[src/rtl/seg_scan_pkg.sv]
// -----------------------------------------------------------------------------
// seg_scan_pkg
// Shared constants for the multiplexed 7-segment scan decoder:
//   - active-low cathode encodings for digits 0-9, bit order {g,f,e,d,c,b,a}
//   - active-low anode codes for the four digit positions and the blank code
//   - scan-order FSM state type and helpers for anode classification
// Optional feature macro used by the top level: SEG_SCAN_RANGE_CHECK_EN
// -----------------------------------------------------------------------------
package seg_scan_pkg;

    localparam logic [6:0] SEG_0 = 7'b1000000;
    localparam logic [6:0] SEG_1 = 7'b1111001;
    localparam logic [6:0] SEG_2 = 7'b0100100;
    localparam logic [6:0] SEG_3 = 7'b0110000;
    localparam logic [6:0] SEG_4 = 7'b0011001;
    localparam logic [6:0] SEG_5 = 7'b0010010;
    localparam logic [6:0] SEG_6 = 7'b0000010;
    localparam logic [6:0] SEG_7 = 7'b1111000;
    localparam logic [6:0] SEG_8 = 7'b0000000;
    localparam logic [6:0] SEG_9 = 7'b0010000;

    // Indexed by digit value so the decoder can build its match vector in a loop.
    localparam logic [9:0][6:0] SEG_CODES = {SEG_9, SEG_8, SEG_7, SEG_6, SEG_5,
                                             SEG_4, SEG_3, SEG_2, SEG_1, SEG_0};

    localparam logic [3:0] AN_MT    = 4'b0111;
    localparam logic [3:0] AN_MO    = 4'b1011;
    localparam logic [3:0] AN_ST    = 4'b1101;
    localparam logic [3:0] AN_SO    = 4'b1110;
    localparam logic [3:0] AN_BLANK = 4'b1111;

    typedef enum logic [1:0] {
        WAIT_MT,
        GOT_MT,
        GOT_MO,
        GOT_ST
    } scan_state_t;

    // Exactly one digit selected.
    function automatic logic is_digit_anode(input logic [3:0] a);
        return (a == AN_MT) || (a == AN_MO) || (a == AN_ST) || (a == AN_SO);
    endfunction

    // The digit that must be captured next to stay in scan order.
    function automatic logic [3:0] expected_anode(input scan_state_t s);
        case (s)
            WAIT_MT: return AN_MT;
            GOT_MT:  return AN_MO;
            GOT_MO:  return AN_ST;
            default: return AN_SO;
        endcase
    endfunction

endpackage

[src/rtl/seg_decode.sv]
// -----------------------------------------------------------------------------
// seg_decode
// Combinational decode of an active-low 7-segment cathode pattern to BCD.
// Ports:
//   cathode [6:0] in  : active-low segments {g,f,e,d,c,b,a}
//   digit   [3:0] out : decoded value 0-9 (0 when no pattern matches)
//   hit           out : 1 when cathode matches one of the ten encodings
// -----------------------------------------------------------------------------
module seg_decode
    import seg_scan_pkg::*;
(
    input  logic [6:0] cathode,
    output logic [3:0] digit,
    output logic       hit
);

    logic [9:0] match;

    genvar gi;
    generate
        for (gi = 0; gi < 10; gi++) begin : g_match
            assign match[gi] = (cathode == SEG_CODES[gi]);
        end
    endgenerate

    // Encodings are distinct, so at most one match bit is set.
    always_comb begin
        digit = 4'd0;
        hit   = |match;
        for (int i = 0; i < 10; i++) begin
            if (match[i]) digit = 4'(i);
        end
    end

endmodule

[src/rtl/seg_scan_decoder.sv]
// -----------------------------------------------------------------------------
// seg_scan_decoder
// Recovers an MM:SS time value by snooping a multiplexed 4-digit 7-segment
// display scan. Each anode/cathode pair must be stable for SETTLE cycles before
// it is captured; captures must arrive in order MT, MO, ST, SO to form a frame.
// Ports:
//   fast_clk            in  : scan clock, rising edge
//   RESET               in  : asynchronous active-high reset
//   anode[3:0]          in  : active-low digit select (1111 = blank)
//   cathode[6:0]        in  : active-low segments {g,f,e,d,c,b,a}
//   min_tens..sec_ones  out : last accepted frame, BCD
//   frame_valid         out : one-cycle pulse per accepted frame
//   seq_err             out : one-cycle pulse on scan order violation
//   pattern_err         out : one-cycle pulse on a frame with an undecodable digit
//   range_err           out : one-cycle pulse on a tens digit above 5
//   locked              out : high while synchronised to the scan order
// Optional: define SEG_SCAN_RANGE_CHECK_EN to reject frames whose min_tens or
// sec_tens exceed 5; otherwise range_err is tied low.
// -----------------------------------------------------------------------------
module seg_scan_decoder
    import seg_scan_pkg::*;
#(
    parameter int SETTLE = 1
)
(
    input  logic       fast_clk,
    input  logic       RESET,
    input  logic [3:0] anode,
    input  logic [6:0] cathode,
    output logic [3:0] min_tens,
    output logic [3:0] min_ones,
    output logic [3:0] sec_tens,
    output logic [3:0] sec_ones,
    output logic       frame_valid,
    output logic       seq_err,
    output logic       pattern_err,
    output logic       range_err,
    output logic       locked
);

    localparam logic [3:0] SETTLE_W = 4'(SETTLE);

    logic [3:0]  anode_reg;
    logic [6:0]  cathode_reg;
    logic [3:0]  cnt_reg, cnt_next;
    logic        capture_reg, capture_next;
    logic        changed;

    scan_state_t state_reg;
    logic [3:0]  mt_reg, mo_reg, st_reg;
    logic        bad_reg;
    logic        pend_fv_reg, pend_pat_reg;

    logic [3:0]  dec_digit;
    logic        dec_hit;
    logic        is_blank;
    logic        seq_hit;

    // ---------------- input register and stability counter ----------------
    assign changed = {anode, cathode} != {anode_reg, cathode_reg};

    always_comb begin
        if (changed)                 cnt_next = 4'd1;
        else if (cnt_reg >= SETTLE_W) cnt_next = SETTLE_W;
        else                         cnt_next = cnt_reg + 4'd1;
        // Fire only on the cycle the count first reaches SETTLE for this pair.
        capture_next = (cnt_next == SETTLE_W) && (changed || (cnt_reg != SETTLE_W));
    end

    always_ff @(posedge fast_clk or posedge RESET) begin
        if (RESET) begin
            anode_reg   <= 4'd0;
            cathode_reg <= 7'd0;
            cnt_reg     <= 4'd0;
            capture_reg <= 1'b0;
        end else begin
            anode_reg   <= anode;
            cathode_reg <= cathode;
            cnt_reg     <= cnt_next;
            capture_reg <= capture_next;
        end
    end

    // capture_reg is aligned with the registered pair it refers to.
    seg_decode u_decode (
        .cathode (cathode_reg),
        .digit   (dec_digit),
        .hit     (dec_hit)
    );

    assign is_blank = (anode_reg == AN_BLANK);
    assign seq_hit  = capture_reg && !is_blank &&
                      (!is_digit_anode(anode_reg) || (anode_reg != expected_anode(state_reg)));

`ifdef SEG_SCAN_RANGE_CHECK_EN
    logic range_bad;
    logic pend_rng_reg;
    assign range_bad = (mt_reg > 4'd5) || (st_reg > 4'd5);
`else
    assign range_err = 1'b0;
`endif

    // ---------------- scan-order FSM and registered outputs ----------------
    always_ff @(posedge fast_clk or posedge RESET) begin
        if (RESET) begin
            state_reg    <= WAIT_MT;
            mt_reg       <= 4'd0;
            mo_reg       <= 4'd0;
            st_reg       <= 4'd0;
            bad_reg      <= 1'b0;
            pend_fv_reg  <= 1'b0;
            pend_pat_reg <= 1'b0;
            min_tens     <= 4'd0;
            min_ones     <= 4'd0;
            sec_tens     <= 4'd0;
            sec_ones     <= 4'd0;
            frame_valid  <= 1'b0;
            seq_err      <= 1'b0;
            pattern_err  <= 1'b0;
            locked       <= 1'b0;
`ifdef SEG_SCAN_RANGE_CHECK_EN
            pend_rng_reg <= 1'b0;
            range_err    <= 1'b0;
`endif
        end else begin
            // Frame verdicts are decided at SO capture and reported one cycle later.
            pend_fv_reg  <= 1'b0;
            pend_pat_reg <= 1'b0;
            frame_valid  <= pend_fv_reg;
            pattern_err  <= pend_pat_reg;
            seq_err      <= seq_hit;
`ifdef SEG_SCAN_RANGE_CHECK_EN
            pend_rng_reg <= 1'b0;
            range_err    <= pend_rng_reg;
`endif

            if (seq_hit || pend_pat_reg) locked <= 1'b0;
            else if (pend_fv_reg)        locked <= 1'b1;

            if (capture_reg && !is_blank) begin
                if (seq_hit) begin
                    // Partial frame is dropped; an early MT restarts a frame.
                    if (anode_reg == AN_MT) begin
                        state_reg <= GOT_MT;
                        mt_reg    <= dec_digit;
                        bad_reg   <= !dec_hit;
                    end else begin
                        state_reg <= WAIT_MT;
                    end
                end else begin
                    case (state_reg)
                        WAIT_MT: begin
                            state_reg <= GOT_MT;
                            mt_reg    <= dec_digit;
                            bad_reg   <= !dec_hit;
                        end
                        GOT_MT: begin
                            state_reg <= GOT_MO;
                            mo_reg    <= dec_digit;
                            bad_reg   <= bad_reg | !dec_hit;
                        end
                        GOT_MO: begin
                            state_reg <= GOT_ST;
                            st_reg    <= dec_digit;
                            bad_reg   <= bad_reg | !dec_hit;
                        end
                        default: begin
                            state_reg <= WAIT_MT;
                            if (bad_reg || !dec_hit) begin
                                pend_pat_reg <= 1'b1;
                            end
`ifdef SEG_SCAN_RANGE_CHECK_EN
                            else if (range_bad) begin
                                pend_rng_reg <= 1'b1;
                            end
`endif
                            else begin
                                min_tens    <= mt_reg;
                                min_ones    <= mo_reg;
                                sec_tens    <= st_reg;
                                sec_ones    <= dec_digit;
                                pend_fv_reg <= 1'b1;
                            end
                        end
                    endcase
                end
            end
        end
    end

endmodule

[config.mk]
export PLATFORM = sky130hd
export DESIGN_NAME = seg_scan_decoder
export DESIGN_NICKNAME = d
export VERILOG_FILES = /design/src/rtl/seg_scan_pkg.sv /design/src/rtl/seg_decode.sv /design/src/rtl/seg_scan_decoder.sv
export SDC_FILE = /design/constraint.sdc
export NUM_CORES = 1
export LEC_CHECK = 0
export ABC_AREA = 1
export BUFFER_PORTS_ARGS = -buffer_cell sky130_fd_sc_hd__buf_2
export CAP_MARGIN = 5
export CORE_UTILIZATION = 50
export CTS_CLUSTER_SIZE = 30
export DETAILED_ROUTE_END_ITERATION = 8
export PLACE_DENSITY = 0.72
export SETUP_SLACK_MARGIN = 0.15
export SYNTH_ARGS = -nofsm -noshare
export SYNTH_HDL_FRONTEND = slang
export SYNTH_SLANG_ARGS = --single-unit
[constraint.sdc]
create_clock -name fast_clk -period 5.12 [get_ports fast_clk]
set_clock_uncertainty 0.2 [all_clocks]
set_input_delay 1.024 -clock fast_clk [delete_from_list [all_inputs] [get_ports fast_clk]]
set_output_delay 1.024 -clock fast_clk [all_outputs]
set_load 0.1 [all_outputs]
==> impl_summary.md, run 1 <==
Pwr
The sequential share of power is 57.8%. The relative contribution of the clock network to total power is 31.4%. VDD sags by at most 0.161 mV. The internal portion of the total power is 548 uW. The power spent charging and discharging nets is 210 uW. The fraction of power spent switching nets is 27.7%.

Combinational logic burns 10.8% of the power. The analysis attributes to cell leakage a power of 1.63 nW. The sum of internal, switching and leakage power is 758 uW.

Dividing total power by cell area gives a power density of 260 mW/mm^2.

Yosys
By area the synthesized netlist is led by sky130_fd_sc_hd__dfrtp_1 (51%), sky130_fd_sc_hd__nand2_1 (15%), sky130_fd_sc_hd__ha_1 (4.8%), sky130_fd_sc_hd__nand4_1 (4.8%), sky130_fd_sc_hd__nor2_1 (4.6%). Of the synthesized area, sequential elements account for 50.7%. The dominant cell type by area after synthesis is sky130_fd_sc_hd__dfrtp_1. The number of enable-type register cells in the synthesized netlist is 0. After synthesis the netlist holds a flip-flop and latch count of 53. After synthesis, the netlist uses 31 different library cells. The post-synth design cell area is 0.00261 sq mm.

The share of async-settable or async-resettable flops after synthesis is 100%. The average cell area after synthesis is 8.46 sq um. The area share of the largest cell type after synthesis is 50.7%. Yosys printed 0 warnings. The number of instances in the synthesized netlist is 309.

The flip-flop cell with the highest count after synthesis is sky130_fd_sc_hd__dfrtp_1.

STA
The setup violation total in the final timing report is 0. The count of final hold-check violations was 0. At the pin with the least slew margin, the transition time is 1040 ps. The worst-case headroom to the max-slew limit is 30.5%. Derived from the worst setup path, the maximum achievable clock frequency is 425 MHz. The post-route setup TNS is 0 ps. In the finished design, the share of the clock period the worst path needs comes to 46.0%. Setup repair after global routing left no endpoint under its margin.

The clock period minus final worst setup slack is 2360 ps. The final number of max-transition violations came to 0.

Layout
In the final design database the tool counted 367 nets. The post-route non-filler standard cell count is 412. The area growth from synthesis to layout is 11.6%. The layout filler cell count is 463. The number of antenna cells inserted is 0. The design area is 0.00292 sq mm. Cells with a size suffix above 1 make up 17.1% of the layout. Leaving out fill and tap cells, the most frequent cell in the layout is sky130_fd_sc_hd__nand2_1. The flip-flop count of the largest register, all copies and words added is 7.

The final standard cell utilization of the core is 59.8%. Leaving out fill and tap cells, the most frequent cells in the layout are sky130_fd_sc_hd__nand2_1 (104), sky130_fd_sc_hd__dfrtp_1 (53), sky130_fd_sc_hd__nor2_1 (32), sky130_fd_sc_hd__buf_2 (32), sky130_fd_sc_hd__inv_1 (26).

CTS
The post-CTS resize count is 0. After clock tree synthesis, the clock-pin slew on the worst setup and hold paths is 100 ps. The total clock buffers created by CTS is 5. The number of hold buffers added after CTS was 0.

No sink is reached through more buffers than the 2 on the longest clock path. The CTS sink count is 53. The TritonCTS clock tree is yes. After clock tree synthesis, the setup repair step added 0 buffers. The H-tree generated during clock tree synthesis spans 2 levels. In this run the clock root is driven by a sky130_fd_sc_hd__clkbuf_8. The clock reaches the later pin of the worst-skew pair after 310 ps.

Hold path
The class of the most critical hold timing path is reg -> reg.

Placement
Including well taps, the total number of placed cells is 404. After detailed placement, the total cell area comes to 0.00283 sq mm. Buffers placed on the I/O ports in this run total 32. The final RePlAce weighted congestion is 0.788.

Once detailed placement completed, the half-perimeter wirelength came to 3.41 mm.

Critical path
The signal arrival time at the worst endpoint is 1130 ps. The maximum cell stage delay along the critical path is 440 ps. The worst setup path is launched from a register.

The cell class contributing the biggest share of worst-path delay is buffers and inverters. The worst-path maximum fanout is 2. Together, buffers and inverters on the worst path number 1. Walking the worst path, the cells encountered are buf_2. On the critical path, the stage with the largest delay is an instance of sky130_fd_sc_hd__buf_2. The critical path capture point type is an output pin. STA puts the critical path data required time at 3900 ps.

The worst setup path category is reg -> out.

Floorplanning
The die outline area is 0.00552 sq mm. The effective utilization at floorplan is 53.6%. In this run the vertical extent of the chip is 74.3 um.

The I/O pin count is 34. After floorplanning, the core was divided into 25 placement rows. After floorplanning, the core was sized to cover 0.00488 sq mm.

The die boundary width is 74.3 um.

Global route
The pin count of the biggest net entering global routing is 54. The initial antenna violation count is 0. The total overflow left after global routing is 0. The global router's overall resource usage is 19.2%. The first global-routing pass estimated 8.11 mm of wire. The number of global-route vias before repair is 1846.

Drt
In this run, the number of DRC markers left after iteration 0 of detailed routing was 133. Wires add up to 4.64 mm. The ratio of routed vias to standard cells is 4.87. For this run, the detailed router's first-pass iteration total came to 4. The count of nets left with antenna violations after detail routing is 0.

The number of remaining DRC errors is 0. The number of vias in the routed layout is 2007. The detailed-route wire length per cell is 11.3 um.

Run status
The run finished with clean final reports.

Flow run
The tool flagged a number of max-cap violations equal to 0.
==> per-stage QoR <==
stage	setup WS, ps	hold WS [ps]
after global routing	2610	204
after detailed placement	2820	165
after floorplan	2610	154
after CTS	2770	185
after global placement	2870	160
final	2760	187
==> final cells by class <==
class,instances,area (sq um),share of cell area (%)
Clock buffer,5,68.8,2.36
Clock inverter,3,21.3,0.729
Inverter,31,116,3.99
Multi-Input combinational cell,221,1140,39.1
Sequential cell,53,1330,45.5
Tap cell,67,83.8,2.87
Timing Repair Buffer,32,160,5.49
==> power groups by stage <==
stage	clock network [mW]	logic, mW	registers (mW)
after CTS	0.246	0.0832	0.438
after detailed placement	0	0.0830	0.446
after global routing	0.258	0.0941	0.440
after floorplan	0	0.0621	0.447
final	0.238	0.0819	0.438
after global placement	0	0.0807	0.446
==> cell usage after synthesis, types with 2 or more instances <==
master                    number
sky130_fd_sc_hd__nand3_4       2
sky130_fd_sc_hd__nor3_1        5
sky130_fd_sc_hd__xor2_1        2
sky130_fd_sc_hd__nor2_1       32
sky130_fd_sc_hd__nor2_2        3
sky130_fd_sc_hd__ha_1         10
sky130_fd_sc_hd__xnor2_1       5
sky130_fd_sc_hd__or2_2         5
sky130_fd_sc_hd__nand3_1      13
sky130_fd_sc_hd__nand4_1      20
sky130_fd_sc_hd__inv_1        27
sky130_fd_sc_hd__dfrtp_1      53
sky130_fd_sc_hd__nand2_1     104
sky130_fd_sc_hd__nand3_2       2
sky130_fd_sc_hd__buf_4         2
sky130_fd_sc_hd__o21ai_0       7
sky130_fd_sc_hd__inv_2         3
==> final timing paths <==
check | cells past startpoint | to | slack (ps) | from
max | 1 | min_tens[0] | 2760 | min_tens[0]$_DFFE_PP0P_
min | 0 | frame_valid$_DFF_PP0_ | 190 | pend_fv_reg$_DFF_PP0_
max reg2reg | 12 | sec_tens[1]$_DFFE_PP0P_ | 2790 | state_reg[0]$_DFFE_PP0P_
min reg2reg | 0 | frame_valid$_DFF_PP0_ | 190 | pend_fv_reg$_DFF_PP0_
max in group asynchronous | 2 | mo_reg[0]$_DFFE_PP0P_ | 3320 | RESET
min in group asynchronous | 2 | pend_pat_reg$_DFF_PP0_ | 770 | RESET
==> metal layers <==
layer  GRT usage, %  share of wire, %
met5              0                 0
met4           6.29               1.3
met3           4.07               3.3
met2           33.2                46
met1           24.0                49
==> logic make-up (layout without fill, tap and decap cells) <==
family          after synthesis  count (layout)  share of synthesized area (%)
xor+xnor                      7               7                           2.35
buf+inv                      36              71                           5.79
simple gates                190             190                           33.5
other cells                   1               2                          0.143
compound gates               12              12                           2.68
fa+ha+maj                    10              10                           4.79
flops                        53              53                           50.7
Note: power is estimated with default switching activity, not from simulation.
==> inputs of run 2 (changes only) <==
--- a/config.mk
+++ b/config.mk
@@ -11,7 +11,7 @@
 export CORE_UTILIZATION = 50
 export CTS_CLUSTER_SIZE = 30
 export DETAILED_ROUTE_END_ITERATION = 8
-export PLACE_DENSITY = 0.72
+export PLACE_DENSITY = 0.74
 export SETUP_SLACK_MARGIN = 0.15
 export SYNTH_ARGS = -nofsm -noshare
 export SYNTH_HDL_FRONTEND = slang
==> constraint.sdc (replaced) <==
create_clock -name fast_clk -period 2.1 [get_ports fast_clk]
set_clock_uncertainty 0.2 [all_clocks]
set_input_delay 0.42 -clock fast_clk [delete_from_list [all_inputs] [get_ports fast_clk]]
set_output_delay 0.42 -clock fast_clk [all_outputs]
set_load 0.1 [all_outputs]
==> run 2 against run 1 <==
  * Final cell count is 5.8% higher
  * Via count up 9.3%
  * Routed wire length increased by 13%
  * Non-clock buffer count rose by 22
  * Die area unchanged
==> impl_summary.md, run 2 (synthesis gave the netlist of run 1 again) <==
Layout
The area growth from synthesis to layout is 23.3%. The final net count is 391. The post-route non-filler standard cell count is 436. The layout filler cell count is 425.

Leaving out fill and tap cells, the most frequent cells in the layout are sky130_fd_sc_hd__nand2_1 (99), sky130_fd_sc_hd__dfrtp_1 (51), sky130_fd_sc_hd__nor2_1 (32), sky130_fd_sc_hd__buf_2 (32), sky130_fd_sc_hd__inv_1 (22). The most common cell after layout, fill and taps aside is sky130_fd_sc_hd__nand2_1. In the final layout, flip-flops and latches occupy 0.00133 sq mm.

The layout cell share with drive strength beyond 1 is 26.8%. The register with the most flip-flops in the layout has 7 of them. 0 antenna diodes ended up in the layout. The area of combinational cells with multiple inputs is 0.00125 sq mm.

STA
The transition time of the tightest slew-check pin is 593 ps. In the finished design, the share of the clock period the worst path needs comes to 95.9%. The count of final hold-check violations is 0. The worst-case headroom to the max-slew limit is 60.2%. Derived from the worst setup path, the maximum achievable clock frequency is 497 MHz. Setup violations remaining at the end of the flow were counted as 0.

Setup repair after global routing could not meet its margin everywhere. The clock period minus final worst setup slack is 2010 ps. In the post-route analysis, the smallest setup slack over all paths is 86.1 ps. The final number of max-transition violations came to 0.

Drt
In the routed design, unresolved DRC markers number 0. The routed design has 5.22 mm of wire. The detailed router placed 2193 vias in this run. Before antenna repair, the detailed router went through 4 iterations. In this run the remaining antenna-violating nets after routing total 0. Dividing the detail-routed wire length by the instance count gives 12.0 um.

In this run, the number of DRC markers left after iteration 0 of detailed routing was 69. The ratio of routed vias to standard cells is 5.03.

Flow run
The tool flagged a number of max-cap violations equal to 0.

Critical path
The signal arrival time at the worst endpoint is 2020 ps. The worst-path maximum fanout is 8. The worst setup path is launched from a register. The critical path in this run is classified as reg -> reg. The critical path capture point type is a register. At the worst endpoint, the required time is 2100 ps.

Placement
The final RePlAce weighted congestion is 0.839. During placement, the flow inserted port buffers numbering 32. Counting tap cells, the placed design contains a total of 414 instances. Before CTS, the worst setup slack after placement is 1.30 ps. The half-perimeter wire length of the detailed placement result is 3.75 mm.

CTS
The clock drives 53 sinks. The maximum clock path buffer count is 2. The clock slew seen by the registers of the worst setup and hold paths is 90 ps.

The clock latency at the later pin of the worst-skew pair is 310 ps. The total clock buffers created by CTS is 5. TritonCTS built the clock tree. The master cell of the clock root buffer is sky130_fd_sc_hd__clkbuf_8. The level count of the clock H-tree is 2.

Pwr
Dividing total power by cell area gives a power density of 582 mW/mm^2. The worst-case IR drop observed on VDD is 0.347 mV. The analysis attributes to cell leakage a power of 1.74 nW. Power comes to 1.88 mW.

Global route
The initial antenna violation count is 0. The number of global-route vias before repair is 1993. The pin count of the biggest net entering global routing is 26. After global routing the overflow that remains totals 0. Global routing used 20.8% of the available tracks.

The first-pass GRT wire length is 8.54 mm.

Floorplanning
The die covers 0.00552 sq mm. The effective utilization at floorplan is 53.6%. The core region is 0.00488 sq mm. The die boundary width is 74.3 um. The I/O pin count is 34.

Measured along the y axis, the die boundary spans 74.3 um. The floorplan has 25 rows.

Run status
The flow ran to the end, and the final reports show no timing, DRC or antenna violations.

Hold path
The tightest min-delay check is of the in -> reg type.
## run 2: timing repair
item                                    CTS  global route
hold buffers                              1             0
buffers inserted                          7             4
gates cloned                              2             0
pin swaps                                 4             4
hold endpoints to repair                 14             0
endpoints found under the setup margin   31            33
resized for setup                         9            14
## run 2: where the power goes
part           switching [mW]  internal, mW
logic                   0.168        0.0823
clock network           0.322         0.235
registers              0.0243          1.04
total                   0.514          1.36
## run 2: area by class of cell
type	count	share of cell area [%]
clock buffers	6	2.25
clock inverters	2	0.466
inverters	31	3.61
multi-input cells	223	38.8
flip-flops and latches	53	41.2
well taps	67	2.60
repair buffers	54	11.1
## run 2: metal layers
layer | part of all wire (%) | track usage, %
met1 | 45 | 24.8
met2 | 49 | 35.1
met3 | 3.4 | 5.15
met4 | 2.5 | 10.3
met5 | 0 | 0
## run 2: worst paths after layout
path | slack (ps) | endpoint | from | cells past startpoint
max in group asynchronous | 750 | state_reg[1]$_DFFE_PP0P_ | RESET | 4
hold / removal | 40 | cathode_reg[2]$_DFF_PP0_ | cathode[2] | 1
setup / recovery | 90 | min_tens[1]$_DFFE_PP0P_ | state_reg[0]$_DFFE_PP0P_ | 11
hold reg to reg | 180 | frame_valid$_DFF_PP0_ | pend_fv_reg$_DFF_PP0_ | 0
min in group asynchronous | 420 | cathode_reg[1]$_DFF_PP0_ | RESET | 3
setup reg to reg | 90 | min_tens[1]$_DFFE_PP0P_ | state_reg[0]$_DFFE_PP0P_ | 11
## run 2: critical path, stage by stage (launching register included)
cell	delay, ps
sky130_fd_sc_hd__dfrtp_1	430
sky130_fd_sc_hd__ha_2	220
sky130_fd_sc_hd__nand2_1	60
sky130_fd_sc_hd__inv_1	40
sky130_fd_sc_hd__nor2_1	120
sky130_fd_sc_hd__nand2_1	100
sky130_fd_sc_hd__nor2_4	140
sky130_fd_sc_hd__nand3_4	120
sky130_fd_sc_hd__nor2_8	180
sky130_fd_sc_hd__nand3_4	160
sky130_fd_sc_hd__nand2_1	100
sky130_fd_sc_hd__nand2_1	50
## run 2: through the flow
step           area, sq um  TNS (ps)  util, %  hold slack, ps
2_1_floorplan         2630         0        -             154
3_3_place_gp          2940         0     60.3             161
3_5_place_dp          2940         0     60.3             164
4_1_cts               3150         0     64.5            22.1
5_1_grt               3220     -60.9     66.0            28.2
6_report              3220         0     66.0            35.4
==> inputs of run 3 (changes only) <==
--- a/config.mk
+++ b/config.mk
@@ -5,13 +5,13 @@
 export SDC_FILE = /design/constraint.sdc
 export NUM_CORES = 1
 export LEC_CHECK = 0
-export ABC_AREA = 1
+export ABC_AREA = 0
 export BUFFER_PORTS_ARGS = -buffer_cell sky130_fd_sc_hd__buf_2
 export CAP_MARGIN = 5
 export CORE_UTILIZATION = 50
 export CTS_CLUSTER_SIZE = 30
 export DETAILED_ROUTE_END_ITERATION = 8
-export PLACE_DENSITY = 0.74
+export PLACE_DENSITY = 0.75
 export SETUP_SLACK_MARGIN = 0.15
 export SYNTH_ARGS = -nofsm -noshare
 export SYNTH_HDL_FRONTEND = slang
==> run 3 against run 2 <==
  * The run now ends with setup timing left
  * Utilization is 0.14 points higher
  * Largest cell class unchanged
  * Hold slack worse by 5.1 ps
  * Largest power group unchanged
  * Sequential share of layout area is 0.68 points higher
==> impl_summary.md, run 3 <==
Floorplanning
The die covers 0.00536 sq mm. The effective utilization at floorplan is 53.0%. 34 I/O pins were placed. The number of placement rows is 25. The area of the placeable core is 0.00479 sq mm. Measured along the y axis, the die boundary spans 73.2 um. The die boundary width is 73.2 um.

CTS
In this run the clock root is driven by a sky130_fd_sc_hd__clkbuf_8. The clock slew seen by the registers of the worst setup and hold paths is 110 ps. In this run the number of H-tree levels came out at 2. The CTS sink count is 53.

TritonCTS built the clock tree. The clock latency at the later pin of the worst-skew pair is 310 ps. The total clock buffers created by CTS is 5. No sink is reached through more buffers than the 2 on the longest clock path.

Pwr
The power density relative to cell area is 598 mW/mm^2. The worst-case IR drop observed on VDD is 0.647 mV. The power spent charging and discharging nets is 502 uW. In this run the static leakage power is 1.58 nW. Combinational logic is responsible for 11.7% of the overall power. The relative contribution of the clock network to total power is 32.0%. The sum of internal, switching and leakage power is 1.89 mW.

Of the total power, the share spent switching nets is 26.5%. Internal power comes to 1.39 mW. The sequential share of power is 56.3%.

STA
Subtracting the final worst setup slack from the clock period gives 2490 ps. Timing would allow up to 402 MHz. In this run the tightest slew margin relative to its limit is 41.3%. The setup slack of the critical path after layout is -389 ps. After routing, the total negative slack on setup checks comes to -8800 ps. Setup repair after global routing could not meet its margin everywhere. The final number of max-transition violations is 0. At the pin with the least slew margin, the transition time is 870 ps. In the finished design, the share of the clock period the worst path needs comes to 119%.

The setup violation total in the final timing report is 30. The count of final hold-check violations is 0. On the final layout, the worst hold slack is 30.4 ps.

Global route
In the global route stage, overall resource usage came out at 19.1%. The first global-routing pass estimated 7.60 mm of wire. The total global routing overflow is 0. The pin count of the biggest net entering global routing is 39. The initial antenna violation count came to 0. The number of global-route vias before repair is 1665.

Yosys
After synthesis, the largest area contributor takes up 52.3% of total cell area. Of all flip-flops after synthesis, the portion carrying an async set or reset was 100%. The number of enable-type register cells in the synthesized netlist is 0.

The most frequent cell after synthesis is sky130_fd_sc_hd__dfrtp_1. By area the synthesized netlist is led by sky130_fd_sc_hd__dfrtp_1 (52%), sky130_fd_sc_hd__mux2_2 (8.9%), sky130_fd_sc_hd__mux2_4 (5.3%), sky130_fd_sc_hd__ha_1 (4.9%), sky130_fd_sc_hd__xnor2_1 (3.1%). Synthesis handed over a netlist of 199 instances. The number of unique standard cell types used by synthesis is 46. The fraction of the yosys area taken by sequential cells is 52.3%. The post-synthesis sequential element count is 53. For this run, the leading register cell type out of synthesis is sky130_fd_sc_hd__dfrtp_1. For this run, the number of Yosys warnings is 0. sky130_fd_sc_hd__dfrtp_1 takes more of the synthesized area than any other cell.

The post-synth design cell area is 0.00253 sq mm. By count the netlist is led by sky130_fd_sc_hd__dfrtp_1 (53), sky130_fd_sc_hd__mux2_2 (20), sky130_fd_sc_hd__ha_1 (10), sky130_fd_sc_hd__nor2_1 (10). The average cell area after synthesis is 12.7 sq um.

Layout
The register with the most flip-flops in the layout has 7 of them. The final standard cell utilization of the core is 66.2%. The layout filler cell count is 362.

The final net count is 288. The number of antenna cells inserted is 0. The area growth from synthesis to layout is 24.9%. Leaving out fill and tap cells, the most frequent cells in the layout are sky130_fd_sc_hd__dfrtp_1 (52), sky130_fd_sc_hd__buf_2 (32), sky130_fd_sc_hd__buf_4 (31). The layout cell share with drive strength beyond 1 is 47.0%.

The most common cell after layout, fill and taps aside is sky130_fd_sc_hd__dfrtp_1. The post-route non-filler standard cell count is 333. With fillers left out, the area of the finished cells amounts to 0.00317 sq mm.

Drt
The ratio of routed vias to standard cells is 4.99. The violation count after the first detailed-route iteration is 68. In this run the remaining antenna-violating nets after routing total 0.

The number of remaining DRC errors is 0. The final route contains 1663 vias. The iteration count of the initial detailed-routing pass is 4. The detailed-route wire length per cell is 13.7 um. The final layout contains routed wiring with a total length of 4.58 mm.

Critical path
Setup slack on the worst reg-to-reg path comes out at -390 ps. Counting buffers and inverters, the worst setup path is 9 cells deep. Walking the worst path, the cells encountered are inv_2, ha_4, xnor2_2, nor4b_2, o221ai_2, nor2_2, and4bb_1, buf_6, mux2_4. The maximum cell stage delay along the critical path is 420 ps. Counting both buffers and inverters, the worst setup path holds a total of 2. The data required time of the worst path is 2110 ps. The worst-path maximum fanout is 10. The worst setup path category is reg -> reg. STA classifies the critical path startpoint as a register. The cell class contributing the biggest share of worst-path delay is simple AND/OR/NAND/NOR gates. The number of cells on the worst reg-to-reg path is 9. The signal arrival time at the worst endpoint is 2500 ps. The slowest stage of the critical path is the sky130_fd_sc_hd__dfrtp_1 cell. STA classifies the critical path endpoint as a register.

Hold path
The min-delay analysis places its worst path in the category in -> reg. Counting instances, the worst hold path has a depth of 1.

Placement
The HPWL after detailed placement is 3.40 mm. The post-place setup slack is -363 ps. The placed instances occupy a cell area of 0.00297 sq mm.

The number of port buffers is 32. At the end of routability-driven placement, the weighted congestion stood at 0.861. Once placement completed, the tool counted placed cells totaling 322.

Run status
The flow ran to the end, but the final reports show violations. The final reports fail on setup timing.

Flow run
The max-cap check violation count is 0.
run 3: logic make-up after synthesis:
logic type,synth area share (%)
DFF,52.3
other,0.148
and+or+nand+nor,11.5
adders and majority gates,4.94
xor gates and xnor gates,5.53
muxes,14.2
AOI/OAI and AO/OA,5.78
buffers and inverters,5.58
run 3: layout make-up:
cell class                 count  area [sq um]  area share [%]
timing repair buffer          69           468            14.8
clock inverter                 3          25.0           0.790
clock buffer                   5          68.8            2.17
inverter                       9          33.8            1.07
multi-input combinational    127          1160            36.6
sequential                    53          1330            41.9
tap                           67          83.8            2.65
run 3: final timing paths:
check / from / to
min reg2reg: pend_fv_reg$_DFF_PP0_ / frame_valid$_DFF_PP0_
min: cathode[2] / cathode_reg[2]$_DFF_PP0_
min in group asynchronous: RESET / min_tens[2]$_DFFE_PP0P_
max: state_reg[0]$_DFFE_PP0P_ / sec_ones[2]$_DFFE_PP0P_
max in group asynchronous: RESET / state_reg[1]$_DFFE_PP0P_
max reg2reg: state_reg[0]$_DFFE_PP0P_ / sec_ones[2]$_DFFE_PP0P_
run 3: timing repair:
| item | 4_1_cts | 5_1_grt |
|---|---|---|
| gates cloned | 0 | 0 |
| setup endpoints to repair | 33 | 38 |
| gates resized for setup | 5 | 13 |
| buffers inserted | 2 | 0 |
| hold endpoints to repair | 15 | 0 |
| hold buffers | 1 | 0 |
| pin swaps | 5 | 8 |
run 3: power by group through the flow:
stage	logic, mW	registers, mW	clock network (mW)
2_1_floorplan	0.141	1.09	0
3_3_place_gp	0.212	1.09	0
3_5_place_dp	0.214	1.09	0
4_1_cts	0.221	1.07	0.621
5_1_grt	0.245	1.07	0.671
6_report	0.221	1.07	0.606
run 3: metal layers:
metal / track usage [%] / vias up / routed length [um]
met2: 31.1 / 27 / 2220
li1: - / 824 / -
met4: 8.06 / 0 / 75
met3: 3.87 / 7 / 118
met5: 0 / - / 0
met1: 24.8 / 805 / 2170
